`src/rtl/cfg_pkg.sv`:
```
// Shared types and constants for the configuration-chain loader.
// Holds the loader state encoding, switchbox chain geometry and the word-count helper.
package cfg_pkg;

  typedef enum logic [1:0] {
    ST_IDLE  = 2'd0,
    ST_FETCH = 2'd1,
    ST_SHIFT = 2'd2,
    ST_DONE  = 2'd3
  } cfg_state_t;

  localparam int unsigned SB_BITS_PER_WIRE = 8;
  localparam int unsigned SB_WIDTH         = 32;
  localparam int unsigned SB_CHAIN_LEN     = SB_WIDTH * SB_BITS_PER_WIRE;

  // Number of bitstream words needed to cover a chain of chain_len bits.
  function automatic int unsigned cfg_words(input int unsigned chain_len,
                                            input int unsigned word_w);
    return (chain_len + word_w - 1) / word_w;
  endfunction

endpackage

```
`src/rtl/cfg_rb_packer.sv`:
```
// Packs serial chain-tail bits into readback words, MSB-first.
// A flushed word shorter than WORD_W is left-aligned and zero-filled.
module cfg_rb_packer
  import cfg_pkg::*;
#(
  parameter int unsigned WORD_W = 32
) (
  input  logic                           clk,
  input  logic                           rst,
  input  logic                           i_bit_en,
  input  logic                           i_bit,
  input  logic                           i_flush,
  input  logic [$clog2(WORD_W+1)-1:0]    i_nbits,
  output logic [WORD_W-1:0]              o_data,
  output logic                           o_valid
);

  localparam int unsigned NB_W = $clog2(WORD_W + 1);

  logic [WORD_W-1:0] r_acc;
  logic [WORD_W-1:0] r_data;
  logic              r_valid;
  logic [WORD_W-1:0] w_acc_nxt;
  logic [NB_W-1:0]   w_pad;

  assign w_acc_nxt = {r_acc[WORD_W-2:0], i_bit};
  assign w_pad     = NB_W'(WORD_W) - i_nbits;

  // Older bits above the current word are pushed out by the alignment shift.
  always_ff @(posedge clk or posedge rst) begin
    if (rst) begin
      r_acc   <= '0;
      r_data  <= '0;
      r_valid <= 1'b0;
    end else begin
      r_valid <= i_bit_en && i_flush;
      if (i_bit_en) begin
        r_acc <= w_acc_nxt;
      end
      if (i_bit_en && i_flush) begin
        r_data <= w_acc_nxt << w_pad;
      end
    end
  end

  assign o_data  = r_data;
  assign o_valid = r_valid;

endmodule

```
`src/rtl/cfg_chain_loader.sv`:
```
// Configuration-chain master: serializes bitstream words MSB-first into a
// fabric config shift chain and packs the bits shifted out of the tail.
module cfg_chain_loader
  import cfg_pkg::*;
#(
  parameter int unsigned CHAIN_LEN = SB_CHAIN_LEN,
  parameter int unsigned WORD_W    = 32
) (
  input  logic              clk,
  input  logic              rst,
  input  logic              start,
  input  logic              abort,
  input  logic [WORD_W-1:0] word_data,
  input  logic              word_valid,
  output logic              word_ready,
  output logic              cfg_data_out,
  output logic              cfg_shift_en,
  output logic              cfg_mode,
  input  logic              cfg_data_in,
  output logic [WORD_W-1:0] rb_data,
  output logic              rb_valid,
  output logic              busy,
  output logic              done
);

  localparam int unsigned N_WORDS   = cfg_words(CHAIN_LEN, WORD_W);
  localparam int unsigned LAST_BITS = CHAIN_LEN - (N_WORDS - 1) * WORD_W;
  localparam int unsigned CNT_W     = $clog2(CHAIN_LEN + 1);
  localparam int unsigned WB_W      = $clog2(WORD_W + 1);

  cfg_state_t        r_state;
  cfg_state_t        w_next;
  logic [WORD_W-1:0] r_shreg;
  logic [CNT_W-1:0]  r_bit_cnt;
  logic [WB_W-1:0]   r_word_bits;
  logic [WB_W-1:0]   r_wcnt;
  logic              w_last_shift;
  logic              w_last_word;
  logic              w_flush;

  assign w_last_shift = (r_state == ST_SHIFT) && (r_wcnt == r_word_bits - WB_W'(1));
  assign w_last_word  = (32'(r_bit_cnt) + WORD_W) > CHAIN_LEN;
  assign w_flush      = w_last_shift && !abort;

  always_ff @(posedge clk or posedge rst) begin
    if (rst) r_state <= ST_IDLE;
    else     r_state <= w_next;
  end

  always_comb begin
    w_next = r_state;
    case (r_state)
      ST_IDLE:  if (start && !abort) w_next = ST_FETCH;
      ST_FETCH: begin
        if (abort)           w_next = ST_IDLE;
        else if (word_valid) w_next = ST_SHIFT;
      end
      ST_SHIFT: begin
        if (abort) w_next = ST_IDLE;
        else if (w_last_shift)
          w_next = (r_bit_cnt == CNT_W'(CHAIN_LEN - 1)) ? ST_DONE : ST_FETCH;
      end
      ST_DONE:  w_next = ST_IDLE;
      default:  w_next = ST_IDLE;
    endcase
  end

  always_comb begin
    word_ready   = 1'b0;
    cfg_mode     = 1'b0;
    busy         = 1'b0;
    cfg_shift_en = 1'b0;
    cfg_data_out = 1'b0;
    done         = 1'b0;
    case (r_state)
      ST_FETCH: begin
        word_ready = 1'b1;
        cfg_mode   = 1'b1;
        busy       = 1'b1;
      end
      ST_SHIFT: begin
        cfg_shift_en = 1'b1;
        cfg_mode     = 1'b1;
        busy         = 1'b1;
        cfg_data_out = r_shreg[WORD_W-1];
      end
      ST_DONE:  done = 1'b1;
      default:  ;
    endcase
  end

  // Only the final word can be short; its low bits never reach the chain.
  always_ff @(posedge clk or posedge rst) begin
    if (rst) begin
      r_shreg     <= '0;
      r_bit_cnt   <= '0;
      r_word_bits <= '0;
      r_wcnt      <= '0;
    end else begin
      case (r_state)
        ST_IDLE: begin
          if (start && !abort) r_bit_cnt <= '0;
        end
        ST_FETCH: begin
          if (word_valid && !abort) begin
            r_shreg     <= word_data;
            r_word_bits <= w_last_word ? WB_W'(LAST_BITS) : WB_W'(WORD_W);
            r_wcnt      <= '0;
          end
        end
        ST_SHIFT: begin
          r_shreg   <= {r_shreg[WORD_W-2:0], 1'b0};
          r_bit_cnt <= r_bit_cnt + CNT_W'(1);
          r_wcnt    <= r_wcnt + WB_W'(1);
        end
        default: ;
      endcase
    end
  end

  cfg_rb_packer #(
    .WORD_W (WORD_W)
  ) u_rb_packer (
    .clk      (clk),
    .rst      (rst),
    .i_bit_en (cfg_shift_en),
    .i_bit    (cfg_data_in),
    .i_flush  (w_flush),
    .i_nbits  (r_word_bits),
    .o_data   (rb_data),
    .o_valid  (rb_valid)
  );

endmodule

```
`config.mk`:
```
export PLATFORM = sky130hd
export DESIGN_NAME = cfg_chain_loader
export DESIGN_NICKNAME = d
export VERILOG_FILES = /design/src/rtl/cfg_pkg.sv /design/src/rtl/cfg_rb_packer.sv /design/src/rtl/cfg_chain_loader.sv
export SDC_FILE = /design/constraint.sdc
export NUM_CORES = 1
export LEC_CHECK = 0
export CAP_MARGIN = 10
export CORE_MARGIN = 2
export CORE_UTILIZATION = 61
export DETAILED_ROUTE_END_ITERATION = 12
export PLACE_DENSITY = 0.86
export SYNTH_ARGS = -nofsm -noshare
export SYNTH_HDL_FRONTEND = slang
export SYNTH_HIERARCHICAL = 1
export SYNTH_SLANG_ARGS = --single-unit
```
`constraint.sdc`:
```
create_clock -name clk -period 5.9 [get_ports clk]
set_input_delay 1.18 -clock clk [delete_from_list [all_inputs] [get_ports clk]]
set_output_delay 1.18 -clock clk [all_outputs]
set_load 0.005 [all_outputs]
```
==> impl_metrics.xml <==
<?xml version="1.0" encoding="UTF-8"?>
<metrics>
  <group name="worst_setup_path">
    <metric name="critical_path.n_buffers_inverters" unit="">3</metric>
    <metric name="timing.critical_path.cells" unit="">inv_1 -&gt; ha_4 -&gt; buf_4 -&gt; and2_1 -&gt; clkdlybuf4s50_1</metric>
    <metric name="cp.required" unit="ns">4.72</metric>
    <metric name="setup.reg_to_reg.worst_slack" unit="ns">2.34</metric>
    <metric name="worst_setup_path_start_kind" unit="">register</metric>
    <metric name="timing.critical_path.max_delay_family" unit="">buffers and inverters</metric>
    <metric name="worstSetupPathType" unit="">register to output pin</metric>
    <metric name="crit_path_end_kind" unit="">output pin</metric>
    <metric name="worst_ep_arrival_time" unit="ns">2.79</metric>
    <metric name="worstPathMaxFanout" unit="">80</metric>
    <metric name="critical-path-slowest-cell" unit="">sky130_fd_sc_hd__buf_4</metric>
    <metric name="critPathMaxStageDelay" unit="ns">0.78</metric>
  </group>
  <group name="clocking">
    <metric name="clkSlewWorstSetupHoldPaths" unit="ns">0.06</metric>
    <metric name="cts_max_path_buffers" unit="">2</metric>
    <metric name="postCtsSetupBuffers" unit="">0</metric>
    <metric name="tritoncts" unit="">yes</metric>
    <metric name="numCtsBuffers" unit="">17</metric>
    <metric name="worst_skew_pair.late_latency" unit="ns">0.52</metric>
    <metric name="clk_root_buffer_cell" unit="">sky130_fd_sc_hd__clkbuf_8</metric>
    <metric name="numClockSinks" unit="">114</metric>
    <metric name="ctsHoldBuffers" unit="">0</metric>
    <metric name="cts_max_level" unit="">4</metric>
    <metric name="cts.repair.resized" unit="">0</metric>
  </group>
  <group name="grt">
    <metric name="number_of_global_route_vias_before_repair" unit="">4621</metric>
    <metric name="initial_antenna_violation_count" unit="">0</metric>
    <metric name="grt_first_pass_wirelength" unit="mm">23.7</metric>
    <metric name="remaining_global_route_overflow" unit="">0</metric>
    <metric name="largest_net_degree_at_the_start_of_global_routing" unit="">81</metric>
    <metric name="grt_usage" unit="">0.266</metric>
  </group>
  <group name="synthesis">
    <metric name="synthFlopType" unit="">sky130_fd_sc_hd__dfrtp_1</metric>
    <metric name="postSynth.asyncResetShare" unit="">1.00</metric>
    <metric name="syn_area_per_cell" unit="µm²">12.0</metric>
    <metric name="ys_types" unit="">58</metric>
    <metric name="synthesis.yosys.warnings" unit="">6</metric>
    <metric name="synth-seq-cells" unit="">114</metric>
    <metric name="synth.yosys.seq_area_share" unit="">0.442</metric>
    <metric name="syn_area" unit="µm²">6460</metric>
    <metric name="syn_inst" unit="">540</metric>
    <metric name="edff_count_synth" unit="">0</metric>
  </group>
  <group name="drt">
    <metric name="drc_errors" unit="">0</metric>
    <metric name="wire_per_inst" unit="µm">18.2</metric>
    <metric name="route.vias.total" unit="">4702</metric>
    <metric name="drt_first_pass_iters" unit="">4</metric>
    <metric name="route.final.wire_length" unit="mm">13.9</metric>
    <metric name="1st_iter_drt_viols" unit="">333</metric>
    <metric name="drt-vias-per-instance" unit="">6.13</metric>
    <metric name="route.antenna.remaining_nets" unit="">0</metric>
  </group>
  <group name="timing">
    <metric name="max_slew_margin" unit="">0.293</metric>
    <metric name="unrepaired_setup_endpoints_after_global_routing" unit="">no</metric>
    <metric name="fmax" unit="MHz">252</metric>
    <metric name="drv_slew" unit="">0</metric>
    <metric name="period_share" unit="">0.673</metric>
    <metric name="skew" unit="ns">0.00828</metric>
    <metric name="setup_tns" unit="ns">0</metric>
    <metric name="final_period_minus_worst_setup_slack" unit="ns">3.97</metric>
    <metric name="finalHoldViolCount" unit="">0</metric>
    <metric name="report.final.setup_viol" unit="">0</metric>
    <metric name="worst-slew-pin-transition" unit="ns">1.06</metric>
  </group>
  <group name="placed_design">
    <metric name="dp.final_hpwl" unit="mm">9.24</metric>
    <metric name="numPortBuffers" unit="">76</metric>
    <metric name="routabilityCongestion" unit="">0.943</metric>
  </group>
  <group name="floorplanning">
    <metric name="row_count" unit="">37</metric>
    <metric name="initial_core_util" unit="">0.626</metric>
    <metric name="num_ports" unit="">77</metric>
    <metric name="die_width" unit="µm">107</metric>
    <metric name="die_footprint" unit="µm²">11400</metric>
    <metric name="die-height" unit="µm">107</metric>
    <metric name="coreArea" unit="µm²">10300</metric>
  </group>
  <group name="power">
    <metric name="p_leak" unit="nW">3.43</metric>
    <metric name="cell_area_power_density" unit="nW/µm²">357</metric>
    <metric name="power.ir.vdd_worst" unit="mV">0.267</metric>
  </group>
  <group name="layout">
    <metric name="layout_common_cells" unit="">114 x sky130_fd_sc_hd__dfrtp_1, 76 x sky130_fd_sc_hd__clkdlybuf4s50_1, 68 x sky130_fd_sc_hd__mux2i_1, 50 x sky130_fd_sc_hd__nand2_1, 39 x sky130_fd_sc_hd__o21ai_1</metric>
    <metric name="design.final.nets" unit="">665</metric>
    <metric name="antenna_cells_inserted" unit="">0</metric>
    <metric name="final_layout_size_suffix_gt1_frac" unit="">0.173</metric>
    <metric name="number_of_inserted_filler_cells_in_the_final_layout" unit="">676</metric>
    <metric name="postLayoutCoreUtil" unit="">0.764</metric>
    <metric name="final_common_cell" unit="">sky130_fd_sc_hd__dfrtp_1</metric>
    <metric name="layout-area-overhead-vs-synth" unit="%">22.1</metric>
  </group>
  <group name="status">
    <metric name="outcome" unit="">finished clean</metric>
  </group>
  <group name="flow_run">
    <metric name="cap_viol_max_count" unit="">0</metric>
  </group>
  <group name="worst_hold_path">
    <metric name="min-delay-path-class" unit="">register to register</metric>
  </group>
</metrics>
sequential cells by signal, summed over array words and instances (netlist names):
name,count
r_bit_cnt,9
r_shreg,32
r_state,2
r_wcnt,6
r_word_bits,1
u_rb_packer/o_data,32
u_rb_packer/o_valid,1
u_rb_packer/r_acc,31
cell type report:
| class | count | area [µm²] | share of cell area |
|---|---|---|---|
| repair buffers | 79 | 783 | 0.0993 |
| clock buffers | 22 | 463 | 0.0587 |
| inverters | 11 | 41.3 | 0.00523 |
| multi-input cells | 395 | 3420 | 0.434 |
| flip-flops and latches | 114 | 2850 | 0.362 |
| clock inverters | 10 | 155 | 0.0197 |
| well taps | 136 | 170 | 0.0216 |
worst min-delay path, cell delays in order (launching register included):
cell and delay, ns:
sky130_fd_sc_hd__dfrtp_1 0.33, sky130_fd_sc_hd__nand2_1 0.05, sky130_fd_sc_hd__o21ai_1 0.06
synth_stat cells (7+ instances only):
master	n	area share
sky130_fd_sc_hd__dfrtp_1	114	0.44
sky130_fd_sc_hd__mux2i_1	68	0.11
sky130_fd_sc_hd__nand2_1	50	0.029
sky130_fd_sc_hd__o21ai_1	39	0.030
sky130_fd_sc_hd__mux2_2	32	0.056
sky130_fd_sc_hd__mux4_2	32	0.11
sky130_fd_sc_hd__a22o_1	21	0.028
sky130_fd_sc_hd__buf_2	19	0.015
sky130_fd_sc_hd__a221o_1	11	0.017
sky130_fd_sc_hd__a21oi_1	10	0.0077
sky130_fd_sc_hd__inv_1	10	0.0058
sky130_fd_sc_hd__nand3_1	10	0.0077
sky130_fd_sc_hd__nor2_1	10	0.0058
sky130_fd_sc_hd__ha_1	9	0.017
sky130_fd_sc_hd__clkbuf_1	8	0.0046
sky130_fd_sc_hd__o22ai_1	8	0.0077
sky130_fd_sc_hd__xnor2_1	8	0.011
sky130_fd_sc_hd__o21ai_0	7	0.0054
cell families (layout without fill, tap and decap cells):
logic type	after synthesis	after routing	synth area share
AND/OR/NAND/NOR	105	105	0.0819
flip-flops	114	114	0.442
AO/OA/AOI/OAI	117	117	0.127
adder cells (fa/ha/maj)	9	9	0.0174
multiplexers	134	134	0.277
other	1	20	0.000581
XOR/XNOR	10	10	0.0136
buffers and inverters	50	122	0.0414
worst paths after layout:
check | start | to | cells past startpoint
setup / recovery | r_state[0]$_DFFE_PP0P_ | cfg_data_out | 5
hold / removal | r_shreg[15]$_DFFE_PP0P_ | r_shreg[15]$_DFFE_PP0P_ | 2
setup reg to reg | r_state[0]$_DFFE_PP0P_ | u_rb_packer/o_data[2]$_DFFE_PP0P_ | 9
hold reg to reg | r_shreg[15]$_DFFE_PP0P_ | r_shreg[15]$_DFFE_PP0P_ | 2
max in group asynchronous | rst | r_shreg[11]$_DFFE_PP0P_ | 2
min in group asynchronous | rst | u_rb_packer/r_acc[11]$_DFFE_PP0P_ | 3
per-layer routing:
layer | vias to the layer above | wire, µm | track usage
li1 | 2179 | - | -
met1 | 2319 | 6030 | 0.379
met2 | 180 | 6730 | 0.404
met3 | 24 | 963 | 0.0626
met4 | 0 | 222 | 0.0918
met5 | - | 0 | 0
power breakdown:
group          switching, mW  internal, mW  leakage [nW]  total [mW]
Combinational          0.387         0.326          1.60       0.713
Sequential             0.111         0.931          1.53        1.04
Clock                  0.347         0.716         0.301        1.06
metrics by stage:
stage          total power, mW  hold slack [ns]  worst slack [ns]  std cells  area [µm²]
3_3_place_gp              1.71            0.462              2.02        735        7270
6_report                  2.82            0.486              1.93        767        7890
4_1_cts                   2.83            0.489              1.89        767        7890
2_1_floorplan             1.59            0.447              3.08        559        6530
3_5_place_dp              1.75            0.477              1.90        735        7270
5_1_grt                   2.97            0.512              1.76        767        7890
No activity file was read; power rests on OpenSTA's default activity.
